<file path="src/rtl/uart_irq_ack.sv">
// rtl/uart_irq_ack.sv - UART interrupt aggregator: edge-detected sticky pending, mask, priority id, holdoff
module uart_irq_ack #(
  parameter int N_SRC       = 8,
  parameter int HOLDOFF_CYC = 16
) (
  input  logic                     clk_i,
  input  logic                     rstn_i,
  input  logic [N_SRC-1:0]         evt_i,
  input  logic                     mask_wr_i,
  input  logic [N_SRC-1:0]         mask_wdata_i,
  input  logic                     clr_wr_i,
  input  logic [N_SRC-1:0]         clr_wdata_i,
  output logic [N_SRC-1:0]         pending_o,
  output logic [N_SRC-1:0]         mask_o,
  output logic                     irq_o,
  output logic [$clog2(N_SRC)-1:0] irq_id_o,
  output logic                     irq_valid_o
);

  localparam int IW = $clog2(N_SRC);
  localparam int CW = (HOLDOFF_CYC == 0) ? 1 : $clog2(HOLDOFF_CYC + 1);
  localparam logic [CW-1:0] HOLD_LOAD = CW'(HOLDOFF_CYC);
  localparam logic [CW-1:0] CNT_ONE   = CW'(1);

  typedef enum logic [1:0] {
    IDLE    = 2'd0,
    ASSERT  = 2'd1,
    HOLDOFF = 2'd2
  } state_t;

  logic [N_SRC-1:0] evt_q, evt_d;
  logic [N_SRC-1:0] pending_q, pending_d;
  logic [N_SRC-1:0] mask_q, mask_d;
  logic [CW-1:0]    cnt_q, cnt_d;
  state_t           state_q, state_d;
  logic             irq_q, irq_d;

  logic [N_SRC-1:0] evt_edge;
  logic [N_SRC-1:0] clr_bits;
  logic [N_SRC-1:0] active;
  logic [IW-1:0]    irq_id;

  assign evt_edge = evt_i & ~evt_q;
  assign clr_bits = clr_wr_i ? clr_wdata_i : '0;
  assign active   = pending_q & mask_q;

  // A new edge overrides a simultaneous write-one-to-clear of the same bit.
  always_comb begin
    evt_d     = evt_i;
    pending_d = (pending_q & ~clr_bits) | evt_edge;
    mask_d    = mask_wr_i ? mask_wdata_i : mask_q;
  end

  // Scan high to low so the lowest active index wins.
  always_comb begin
    irq_id = '0;
    for (int i = N_SRC - 1; i >= 0; i--) begin
      if (active[i]) irq_id = IW'(i);
    end
  end

  always_comb begin
    state_d = state_q;
    cnt_d   = cnt_q;
    case (state_q)
      IDLE: begin
        if (active != '0) state_d = ASSERT;
      end
      ASSERT: begin
        if (active == '0) begin
          if (HOLDOFF_CYC == 0) begin
            state_d = IDLE;
          end else begin
            state_d = HOLDOFF;
            cnt_d   = HOLD_LOAD;
          end
        end
      end
      HOLDOFF: begin
        if (cnt_q == CNT_ONE) begin
          state_d = IDLE;
          cnt_d   = '0;
        end else begin
          cnt_d = cnt_q - CNT_ONE;
        end
      end
      default: begin
        state_d = IDLE;
        cnt_d   = '0;
      end
    endcase
    irq_d = (state_d == ASSERT);
  end

  always_ff @(posedge clk_i) begin
    if (!rstn_i) begin
      evt_q     <= '0;
      pending_q <= '0;
      mask_q    <= '0;
      cnt_q     <= '0;
      state_q   <= IDLE;
      irq_q     <= 1'b0;
    end else begin
      evt_q     <= evt_d;
      pending_q <= pending_d;
      mask_q    <= mask_d;
      cnt_q     <= cnt_d;
      state_q   <= state_d;
      irq_q     <= irq_d;
    end
  end

  assign pending_o   = pending_q;
  assign mask_o      = mask_q;
  assign irq_o       = irq_q;
  assign irq_id_o    = irq_id;
  assign irq_valid_o = (active != '0);

endmodule

</file>
<file path="config.mk">
export PLATFORM = sky130hd
export DESIGN_NAME = uart_irq_ack
export DESIGN_NICKNAME = d
export VERILOG_FILES = /design/src/rtl/uart_irq_ack.sv
export SDC_FILE = /design/constraint.sdc
export NUM_CORES = 1
export LEC_CHECK = 0
export CORE_UTILIZATION = 44
export CTS_CLUSTER_DIAMETER = 40
export DETAILED_ROUTE_END_ITERATION = 7
export HOLD_SLACK_MARGIN = 0.03
export PLACE_DENSITY = 0.83
export SLEW_MARGIN = 25
export SYNTH_ARGS = -nofsm -noshare
export SYNTH_HDL_FRONTEND = slang
export SYNTH_SLANG_ARGS = --single-unit
</file>
<file path="constraint.sdc">
create_clock -name clk_i -period 2 [get_ports clk_i]
set_input_delay 0.3 -clock clk_i [delete_from_list [all_inputs] [get_ports clk_i]]
set_output_delay 0.3 -clock clk_i [all_outputs]
set_load 0.005 [all_outputs]
</file>
==> reports/results.md, run 1 <==
## Run status
• **outcome** complete, no violations

## Synth
• **top cell type by total area after synthesis** sky130_fd_sc_hd__dfxtp_1
• **number of library cell types mapped by synthesis** 32
• **ys flop type** sky130_fd_sc_hd__dfxtp_1
• **average footprint of a synthesized cell** 9.21 um^2
• **cell types occupying the most area after synthesis** sky130_fd_sc_hd__dfxtp_1, sky130_fd_sc_hd__a21oi_1, sky130_fd_sc_hd__mux2i_1, sky130_fd_sc_hd__ha_1, sky130_fd_sc_hd__nor2_1
• **Synthesized Nets** 188
• **FFs w/ async S/R, synth** 0%
• **number of warnings reported in the yosys synthesis log** 0
• **share of the synthesized area in the top cell type** 45.1%
• **synthesized area** 0.00142 mm^2
• **fraction of the yosys area taken by sequential cells** 45.1%
• **number of flip-flops and latches in the synthesized netlist** 32
• **Synth Instances** 154
• **EDFF count, synth** 0

## Worst hold path
• **worst hold path cell count** 2
• **terminating pin of the worst hold path** cnt_q[1]
• **startpoint of the most critical hold path** cnt_q[1]
• **class of the tightest hold or removal check** flip-flop to flip-flop

## CTS
• **CTS tree** yes
• **clk slew on worst S/H paths** 0.09 ns
• **Clock Tree Root** sky130_fd_sc_hd__clkbuf_4
• **H-tree level count** 2
• **number of CTS-inserted buffers** 5
• **maximum clock insertion buffer count** 2
• **total clock sinks** 32
• **later-pin clock latency in the skew report** 0.32 ns

## Routing
• **Post-route DRC** 0
• **DRT antenna net count** 0
• **detail-routed net length per standard cell** 12.4 um
• **Via Count** 1255
• **First-pass DRT Iterations** 4
• **wire length reported by the detailed router** 3.14 mm
• **Detailed Route Iter0 Violations** 24
• **post-DR vias/cell** 4.96

## Timing
• **relative slew slack** 67.9%
• **setup TNS after final layout** 0 ns
• **Final Max Tran Viols** 0
• **WHS** 0.482 ns
• **Worst-Margin Slew** 0.480 ns
• **post-layout worst setup margin** 0.110 ns
• **clock period minus final worst setup slack** 1.89 ns
• **final setup skew** 0.00352 ns
• **unrepaired setup endpoints after global routing** false
• **maximum achievable frequency** 0.529 GHz
• **Hold Violations, Final** 0
• **share of the clock period used by the worst path** 94.5%
• **number of endpoints failing setup at the final stage** 0

## Floorplan
• **area of the core** 0.00305 mm^2
• **total die area** 0.00346 mm^2
• **row count** 20
• **number of top-level pins** 49
• **Die Wd** 58.8 um
• **effective utilization at floorplan** 46.5%
• **die span in y** 58.8 um

## Setup path
• **cell type of the slowest stage on the worst timing path** sky130_fd_sc_hd__dfxtp_4
• **reg-to-reg critical path endpoint** cnt_q[3]
• **worst endpoint required time** 1.70 ns
• **depth of the most critical reg-to-reg path** 5
• **maximum cell stage delay along the critical path** 0.37 ns
• **signal arrival time at the worst endpoint** 1.59 ns
• **cell family with most CP delay** compound AO/OA/AOI/OAI gates
• **buffering stage count on the worst path with inverters included** 1
• **critical path class** flip-flop to output pin
• **worst-case register-to-register setup slack** 0.16 ns
• **series of cell instances along the critical path** nand2_1 > a32o_1 > a22o_1 > a22oi_2 > a21oi_1 > clkdlybuf4s15_1
• **Crit Reg-Reg Startpoint** pending_o[6]
• **Crit. End Element** output pin
• **largest fanout on the critical path** 4
• **critical path launch point type** flip-flop

## Placement
• **HPWL after DPL** 2.46 mm
• **Port Buffers** 48
• **final estimated routing congestion in global placement** 0.805
• **pre-CTS setup slack** 0.128 ns

## Cells and area
• **area growth from synthesis to final layout** 44.6%
• **total number of nets in the final design** 242
• **share of layout cells above drive strength 1** 10.0%
• **count of inserted antenna diode cells** 0

## Pwr
• **Leak** 0.000839 uW
• **PD cells** 758 mW/mm^2
• **largest vdd supply drop** 0.000414 V

## GRT
• **remaining global-route overflow** 0
• **first-pass GRT wire length** 5.14 mm
• **number of global-route vias before repair** 1181
• **maximum number of pins on one net before global-route repair** 19
• **initial antenna violation count** 0
• **global-route usage over all layers** 20.0%

## Job
• **Max Cap Viol** 0

[per-stage QoR]
stage | instances | cell area [um^2] | total power [uW] | utilization [%]
after floorplan | 154 | 1420 | 927 | -
after global placement | 244 | 1950 | 1090 | 64.0
after detailed placement | 244 | 1950 | 1100 | 64.0
after CTS | 253 | 2040 | 1570 | 66.8
after global routing | 253 | 2050 | 1640 | 67.2
final | 253 | 2050 | 1560 | 67.2
[power by group]
part | internal [uW] | switching (uW) | leakage [uW]
sequential | 684 | 46.7 | 0.000266
combinational | 199 | 160 | 0.000531
clock | 262 | 205 | 0.0000422
total | 1140 | 412 | 0.000839
[cells in the mapped netlist (3+ instances only)]
library cell	count
sky130_fd_sc_hd__dfxtp_1	32
sky130_fd_sc_hd__nor2_1	19
sky130_fd_sc_hd__a21oi_1	16
sky130_fd_sc_hd__nand2_1	15
sky130_fd_sc_hd__and2_1	10
sky130_fd_sc_hd__mux2i_1	8
sky130_fd_sc_hd__nor2b_1	8
sky130_fd_sc_hd__ha_1	6
sky130_fd_sc_hd__clkbuf_1	4
sky130_fd_sc_hd__inv_1	4
sky130_fd_sc_hd__nand3_1	4
sky130_fd_sc_hd__o21ai_0	4
sky130_fd_sc_hd__a22oi_2	3
[final cells by class]
cell class	instances	area, um^2
tap	44	55.1
clock inverter	2	35.0
inverter	5	18.8
timing repair buffer	51	503
fill	263	1000
multi-input combinational	113	749
clock buffer	6	41.3
sequential	32	649
[tightest hold or removal path, stage by stage, from the launching register on]
cell and delay, ns:
sky130_fd_sc_hd__dfxtp_1 0.33, sky130_fd_sc_hd__nand2_1 0.06, sky130_fd_sc_hd__a21oi_1 0.05
[layer usage]
metal / share of wire, % / vias up / global-route usage (%)
li1: - / 639 / -
met1: 42 / 563 / 21.9
met2: 48 / 48 / 35.7
met3: 8.6 / 5 / 6.15
met4: 1.4 / 0 / 7.82
met5: 0 / - / 0
[repair_timing]
action	CTS	global route
endpoints found under the setup margin	3	2
setup buffers	1	0
pin swaps	3	0
hold buffers	0	0
resized for setup	6	5
[logic make-up after synthesis]
group / count (synthesis) / synth area share [%]
AO/OA/AOI/OAI: 33 / 16.8
multiplexers: 8 / 5.64
adder cells (fa/ha/maj): 6 / 5.29
flip-flops: 32 / 45.1
buffers and inverters: 9 / 2.38
AND/OR/NAND/NOR: 65 / 24.1
XOR/XNOR: 1 / 0.617
[cell usage in the layout, fill, tap and decap left out, types with 3 or more instances in the layout]
| master | netlist | routed |
|---|---|---|
| sky130_fd_sc_hd__nor2b_1 | 8 | 8 |
| sky130_fd_sc_hd__dfxtp_1 | 32 | 29 |
| sky130_fd_sc_hd__and2_1 | 10 | 10 |
| sky130_fd_sc_hd__a22oi_2 | 3 | 4 |
| sky130_fd_sc_hd__nand2_1 | 15 | 15 |
| sky130_fd_sc_hd__nand3_1 | 4 | 4 |
| sky130_fd_sc_hd__inv_1 | 4 | 4 |
| sky130_fd_sc_hd__mux2i_1 | 8 | 8 |
| sky130_fd_sc_hd__buf_4 | 0 | 3 |
| sky130_fd_sc_hd__o21ai_0 | 4 | 4 |
| sky130_fd_sc_hd__a21oi_1 | 16 | 16 |
| sky130_fd_sc_hd__ha_1 | 6 | 6 |
| sky130_fd_sc_hd__nor2_1 | 19 | 19 |
| sky130_fd_sc_hd__clkdlybuf4s50_1 | 0 | 44 |
| sky130_fd_sc_hd__clkbuf_4 | 0 | 5 |
[registers in the layout, indices dropped and copies added (netlist names)]
signal     count
evt_q          8
mask_o         8
pending_o      8
cnt_q          5
state_q        2
irq_o          1
[how the worst max path moves through the flow]
stage,end,slack (ns),cells after the start,startpoint
6_report,irq_id_o[0],0.11,6,pending_o[6]
5_1_grt,irq_id_o[0],0.03,6,pending_o[6]
4_1_cts,irq_id_o[0],0.007,6,pending_o[6]
3_5_place_dp,irq_id_o[0],0.13,6,mask_o[6]
3_3_place_gp,irq_id_o[0],0.16,6,pending_o[6]
2_1_floorplan,cnt_q[3],0.31,5,pending_o[2]
Power figures use the tool's default switching activity.
==> inputs of run 2 (changes only) <==
REMOVE_ABC_BUFFERS = 1   (was not set)
==> run 2 against run 1 <==
Worst hold slack gained 0.011 ns. Non-clock buffer count grew 6. Combinational power grew 4%. Final area grew 1.6%. Routed wire length grew 9.7%. Utilization grew 1.1 points. Via count grew 4.3%. Worst setup slack lost 0.015 ns. Power grew 1.9%. Global-route usage grew 0.34 points. Clock power grew 4%. Cell count grew 2.4%. Largest cell class unchanged.
==> reports/results.md, run 2 (same netlist as run 1, synthesis figures left out) <==
## Setup path
• **worst endpoint required time** 2.28 ns, +0.58 ns
• **cell family with most CP delay** compound AO/OA/AOI/OAI gates
• **maximum cell stage delay along the critical path** 0.49 ns, +0.12 ns
• **Crit. End Element** flip-flop
• **startpoint of the most critical setup path** mask_o[6]
• **Crit Reg-Reg Startpoint** mask_o[6]
• **cell type of the slowest stage on the worst timing path** sky130_fd_sc_hd__or4b_1
• **series of cell instances along the critical path** buf_4 > a22oi_2 > nand4_4 > a21o_4 > or4b_1 > a21oi_1
• **critical path launch point type** flip-flop
• **largest fanout on the critical path** 8, +4
• **buffering stage count on the worst path with inverters included** 1, unchanged
• **signal arrival time at the worst endpoint** 2.19 ns, +0.60 ns
• **critical path class** flip-flop to flip-flop

## CTS
• **later-pin clock latency in the skew report** 0.34 ns, +0.02 ns
• **Clock Tree Root** sky130_fd_sc_hd__clkbuf_4
• **number of CTS-inserted buffers** 5, unchanged
• **# hold bufs at CTS** 0, unchanged
• **CTS tree** yes
• **H-tree level count** 2, unchanged
• **total clock sinks** 32, unchanged
• **clk slew on worst S/H paths** 0.10 ns, about the same
• **maximum clock insertion buffer count** 2, unchanged

## Cells and area
• **commonest non-fill, non-tap cell in the layout** sky130_fd_sc_hd__clkdlybuf4s50_1
• **top library cells by usage in the layout, fill and taps aside** sky130_fd_sc_hd__clkdlybuf4s50_1, sky130_fd_sc_hd__dfxtp_1, sky130_fd_sc_hd__nor2_1, sky130_fd_sc_hd__a21oi_1, sky130_fd_sc_hd__nand2_1
• **count of inserted antenna diode cells** 0, unchanged
• **share of layout cells above drive strength 1** 12.6%, +2.5 points
• **total number of nets in the final design** 248, +2.5%
• **Final Util** 68.3%, +1.1 points
• **area growth from synthesis to final layout** 47.0%
• **final non-filler cell area** 0.00209 mm^2, +1.6%
• **number of fillers in the final layout** 241, -8.4%

## Floorplan
• **total die area** 0.00346 mm^2, unchanged
• **effective utilization at floorplan** 46.5%, unchanged
• **number of top-level pins** 49, unchanged
• **area of the core** 0.00305 mm^2, unchanged
• **die span in y** 58.8 um, unchanged
• **Die Wd** 58.8 um, unchanged
• **row count** 20, unchanged

## Timing
• **Final Max Tran Viols** 0, unchanged
• **clock period minus final worst setup slack** 1.90 ns, +0.0153 ns
• **maximum achievable frequency** 0.525 GHz, -0.80%
• **unrepaired setup endpoints after global routing** false
• **final setup skew** 0.0126 ns, +0.00905 ns
• **Hold Violations, Final** 0, unchanged
• **share of the clock period used by the worst path** 95.2%, +0.77 points
• **relative slew slack** 67.7%, -0.22 points
• **number of endpoints failing setup at the final stage** 0, unchanged
• **Worst-Margin Slew** 0.483 ns, +0.00325 ns

## Run status
• **outcome** complete, no violations

## Worst hold path
• **startpoint of the most critical hold path** cnt_q[1]
• **class of the tightest hold or removal check** flip-flop to flip-flop

## Routing
• **Post-route DRC** 0, unchanged
• **detail-routed net length per standard cell** 13.3 um, +7.2%
• **First-pass DRT Iterations** 4, unchanged
• **Via Count** 1309, +4.3%
• **Detailed Route Iter0 Violations** 59, +150%
• **DRT antenna net count** 0, unchanged
• **wire length reported by the detailed router** 3.44 mm, +9.7%
• **post-DR vias/cell** 5.05, +1.9%

## Placement
• **final estimated routing congestion in global placement** 0.857, +6.5%
• **HPWL after DPL** 2.51 mm, +1.9%
• **Port Buffers** 48, unchanged
• **total placed instance area** 0.00195 mm^2, unchanged

## Pwr
• **largest vdd supply drop** 0.000454 V, +9.7%
• **PnR Total Power** 1590 uW, +1.9%
• **PD cells** 760 mW/mm^2, +0.26%
• **Leak** 0.000880 uW, +4.9%

## GRT
• **global-route usage over all layers** 20.3%, +0.34 points
• **first-pass GRT wire length** 5.26 mm, +2.3%
• **remaining global-route overflow** 0, unchanged
• **maximum number of pins on one net before global-route repair** 19, unchanged
• **initial antenna violation count** 0, unchanged
• **number of global-route vias before repair** 1275, +8.0%

## Job
• **Max Cap Viol** 0, unchanged

[run 2: cell types whose count changed in the layout (fill, tap and decap cells not counted)]
cell / delta
sky130_fd_sc_hd__a22oi_1: +1
sky130_fd_sc_hd__a22oi_2: -1
sky130_fd_sc_hd__buf_4: +6
sky130_fd_sc_hd__clkbuf_2: +1
sky130_fd_sc_hd__clkdlybuf4s15_1: -1
sky130_fd_sc_hd__dfxtp_2: +2
sky130_fd_sc_hd__dfxtp_4: -2
sky130_fd_sc_hd__dlygate4sd2_1: -1
sky130_fd_sc_hd__dlymetal6s2s_1: +1
[run 2: report_power, final]
group	internal (uW)	switching, uW	total [uW]
Clock	262	222	484
Sequential	685	44.1	729
Combinational	209	164	373
[run 2: final cells by class]
type	count	area, um^2	area share, %
timing repair buffer	57	547	26.2
clock inverter	2	35.0	1.68
clock buffer	6	41.3	1.98
inverter	5	18.8	0.900
tap	44	55.1	2.64
multi-input combinational	113	744	35.7
sequential	32	644	30.9
[run 2: what timing repair did]
| item | CTS | global route |
|---|---|---|
| gates resized for setup | 5 | 4 |
| endpoints found under the setup margin | 3 | 4 |
| pin swaps | 2 | 4 |
| buffers inserted | 4 | 3 |
[run 2: path summary, 6_finish.rpt]
check | endpoint | slack, ns | cells after the start
worst max-delay path | cnt_q[3] | 0.1 | 6
worst min-delay path | cnt_q[1] | 0.49 | 2
worst max register to register | cnt_q[3] | 0.1 | 6
worst min register to register | cnt_q[1] | 0.49 | 2
[run 2: per-layer routing]
metal | GRT usage [%] | vias to the layer above | routed length (um)
li1 | - | 646 | -
met1 | 21.0 | 596 | 1430
met2 | 36.2 | 57 | 1640
met3 | 6.59 | 10 | 264
met4 | 10.9 | 0 | 110
met5 | 0 | - | 0
[run 2: tightest hold or removal path, stage by stage, from the launching register on]
cell	delay (ns)
sky130_fd_sc_hd__dfxtp_1	0.34
sky130_fd_sc_hd__nand2_1	0.06
sky130_fd_sc_hd__a21oi_1	0.05
[run 2: per-stage QoR]
step	setup WS (ns)	hold slack [ns]	std cells	TNS (ns)
5_1_grt	0.0184	0.515	259	0
3_5_place_dp	0.133	0.481	244	0
2_1_floorplan	0.306	0.422	150	0
3_3_place_gp	0.160	0.459	244	0
6_report	0.0951	0.493	259	0
4_1_cts	-0.0717	0.492	256	-0.0920
==> inputs of run 3 (changes only) <==
HOLD_SLACK_MARGIN = not set   (was 0.03)
PLACE_DENSITY = 0.78   (was 0.83)
==> run 3 against run 2 <==
Global-route usage down 0.29 points. Largest cell class unchanged. Critical path depth unchanged. Largest power group unchanged. Highest routed layer unchanged. Cell count down 1.2%. Via count down 1.2%. Sequential share of layout area about the same. Clock skew down 0.0050 ns.
==> reports/results.md, run 3 (same netlist as run 1, synthesis figures left out) <==
## Placement
• **HPWL after DPL** 2.44 mm, -2.9%
• **Port Buffers** 48, unchanged
• **pre-CTS setup slack** 0.139 ns, +0.00552 ns
• **placed insts** 244, unchanged
• **final estimated routing congestion in global placement** 0.813, -5.1%

## Setup path
• **signal arrival time at the worst endpoint** 1.60 ns, -0.59 ns
• **critical path launch point type** flip-flop
• **reg-to-reg critical path endpoint** cnt_q[3]
• **Crit. End Element** output pin
• **series of cell instances along the critical path** nand2_1 > a32o_2 > a22o_1 > a22oi_2 > a21oi_1 > clkdlybuf4s15_1
• **Crit Reg-Reg Startpoint** mask_o[6]
• **crit path capture** irq_id_o[0]
• **maximum cell stage delay along the critical path** 0.34 ns, -0.15 ns
• **largest fanout on the critical path** 2, -6
• **worst endpoint required time** 1.70 ns, -0.58 ns
• **worst-case register-to-register setup slack** 0.1 ns, about the same
• **cell type of the slowest stage on the worst timing path** sky130_fd_sc_hd__dfxtp_2
• **critical path class** flip-flop to output pin
• **Crit. path cell count** 6, unchanged
• **depth of the most critical reg-to-reg path** 6, unchanged
• **buffering stage count on the worst path with inverters included** 1, unchanged
• **startpoint of the most critical setup path** pending_o[6]
• **cell family with most CP delay** compound AO/OA/AOI/OAI gates

## Cells and area
• **Final Util** 68.6%, +0.33 points
• **multi-input gate area in the final layout** 751 um^2, +0.84%
• **total number of nets in the final design** 245, -1.2%
• **post-route non-filler standard cell count** 256, -1.2%
• **area growth from synthesis to final layout** 47.7%
• **count of inserted antenna diode cells** 0, unchanged
• **total area of sequential cells** 647 um^2, +0.39%
• **share of layout cells above drive strength 1** 13.2%, +0.65 points
• **top library cells by usage in the layout, fill and taps aside** sky130_fd_sc_hd__clkdlybuf4s50_1, sky130_fd_sc_hd__dfxtp_1, sky130_fd_sc_hd__nor2_1, sky130_fd_sc_hd__a21oi_1, sky130_fd_sc_hd__nand2_1
• **commonest non-fill, non-tap cell in the layout** sky130_fd_sc_hd__clkdlybuf4s50_1
• **number of fillers in the final layout** 258, +7.1%

## Floorplan
• **effective utilization at floorplan** 46.5%, unchanged
• **total die area** 0.00346 mm^2, unchanged
• **number of top-level pins** 49, unchanged
• **area of the core** 0.00305 mm^2, unchanged
• **die span in y** 58.8 um, unchanged
• **Die Wd** 58.8 um, unchanged
• **row count** 20, unchanged

## Timing
• **final setup skew** 0.00760 ns, -0.00496 ns
• **maximum achievable frequency** 0.526 GHz, +0.21%
• **post-layout worst setup margin** 0.0990 ns, +0.00390 ns
• **unrepaired setup endpoints after global routing** false
• **number of endpoints failing setup at the final stage** 0, unchanged
• **share of the clock period used by the worst path** 95.0%, -0.20 points
• **Hold Violations, Final** 0, unchanged
• **relative slew slack** 68.0%, +0.34 points
• **Worst-Margin Slew** 0.478 ns, -0.00515 ns
• **clock period minus final worst setup slack** 1.90 ns, -0.00390 ns
• **setup TNS after final layout** 0 ns, unchanged
• **Final Max Tran Viols** 0, unchanged

## Routing
• **post-DR vias/cell** 5.05, about the same
• **DRT antenna net count** 0, unchanged
• **Post-route DRC** 0, unchanged
• **First-pass DRT Iterations** 4, unchanged
• **Via Count** 1293, -1.2%
• **Detailed Route Iter0 Violations** 43, -27%
• **wire length reported by the detailed router** 3.25 mm, -5.8%
• **detail-routed net length per standard cell** 12.7 um, -4.6%

## CTS
• **clk slew on worst S/H paths** 0.10 ns, about the same
• **H-tree level count** 2, unchanged
• **total clock sinks** 32, unchanged
• **Clock Tree Root** sky130_fd_sc_hd__clkbuf_4
• **later-pin clock latency in the skew report** 0.33 ns, about the same
• **CTS tree** yes
• **maximum clock insertion buffer count** 2, unchanged
• **number of CTS-inserted buffers** 5, unchanged

## Job
• **Max Cap Viol** 0, unchanged

## GRT
• **remaining global-route overflow** 0, unchanged
• **initial antenna violation count** 0, unchanged
• **maximum number of pins on one net before global-route repair** 19, unchanged
• **first-pass GRT wire length** 5.15 mm, -2.0%
• **global-route usage over all layers** 20.0%, -0.29 points
• **number of global-route vias before repair** 1255, -1.6%

## Pwr
• **Internal Power** 1220 uW, +5.9%
• **share of total power in sequential cells** 44.4%, -1.6 points
• **share of power burned in combinational logic** 22.6%, -0.9 points
• **largest vdd supply drop** 0.000577 V, +27%
• **switching part of the total** 25.4%, -1.7 points
• **PnR Total Power** 1640 uW, +3.5%
• **PD cells** 783 mW/mm^2, +3.0%
• **Clock Power Share** 33.1%, +2.6 points
• **Leak** 0.000882 uW, +0.19%
• **Switching Power** 417 uW, -3.0%

## Worst hold path
• **class of the tightest hold or removal check** flip-flop to flip-flop

## Run status
• **outcome** complete, no violations

run 3: cell count changes in the layout (fill, tap and decap cells not counted), moves of 2 or more:
cell | before | now
sky130_fd_sc_hd__dfxtp_2 | 3 | 5
sky130_fd_sc_hd__clkbuf_8 | 0 | 2
sky130_fd_sc_hd__buf_4 | 9 | 6
sky130_fd_sc_hd__dfxtp_1 | 29 | 27
run 3: metrics by stage:
step                instance area (um^2)  hold slack, ns
floorplan                           1400           0.422
global placement                    1950           0.461
detailed placement                  1950           0.475
CTS                                 2070           0.489
global route                        2100           0.506
finish                              2100           0.486
run 3: cell type report:
type	instances	share of cell area (%)
clock buffers	7	3.10
clock inverters	1	1.43
inverters	5	0.896
multi-input cells	113	35.8
flip-flops and latches	32	30.9
well taps	44	2.63
repair buffers	54	25.3
run 3: worst register-to-register path, cell delays in order (launching register included):
cell                      delay, ns
sky130_fd_sc_hd__dfxtp_2       0.34
sky130_fd_sc_hd__buf_4         0.13
sky130_fd_sc_hd__a22oi_2       0.28
sky130_fd_sc_hd__nand4_4       0.15
sky130_fd_sc_hd__a21o_4        0.27
sky130_fd_sc_hd__or4b_1        0.50
sky130_fd_sc_hd__a21oi_1       0.15
run 3: worst min-delay path by stage:
| stage | slack, ns | startpoint | end | cells after the start |
|---|---|---|---|---|
| after global placement | 0.46 | cnt_q[1] | cnt_q[1] | 2 |
| after detailed placement | 0.47 | cnt_q[1] | cnt_q[1] | 2 |
| after CTS | 0.49 | cnt_q[1] | cnt_q[1] | 2 |
| final | 0.49 | cnt_q[1] | cnt_q[1] | 2 |
| after floorplan | 0.42 | evt_i[0] | evt_q[0] | 1 |
| after global routing | 0.51 | cnt_q[1] | cnt_q[1] | 2 |
run 3: layer usage:
metal,GRT usage (%),up-vias,wire length (um)
met5,0,-,0
met4,8.84,0,80
met3,7.03,12,220
met2,35.7,50,1560
met1,21.1,592,1390
li1,-,639,-
run 3: timing repair:
| item | in CTS | in global routing |
|---|---|---|
| hold buffers | 0 | 0 |
| setup endpoints to repair | 3 | 4 |
| buffers inserted | 3 | 1 |
| pin swaps | 2 | 3 |
| resized for setup | 5 | 7 |
run 3: power groups by stage:
| stage | combinational (uW) | clock (uW) | sequential, uW |
|---|---|---|---|
| after CTS | 366 | 564 | 726 |
| final | 370 | 543 | 728 |
| after global routing | 403 | 585 | 735 |
| after detailed placement | 358 | 0 | 742 |
| after global placement | 348 | 0 | 738 |
| after floorplan | 183 | 0 | 737 |
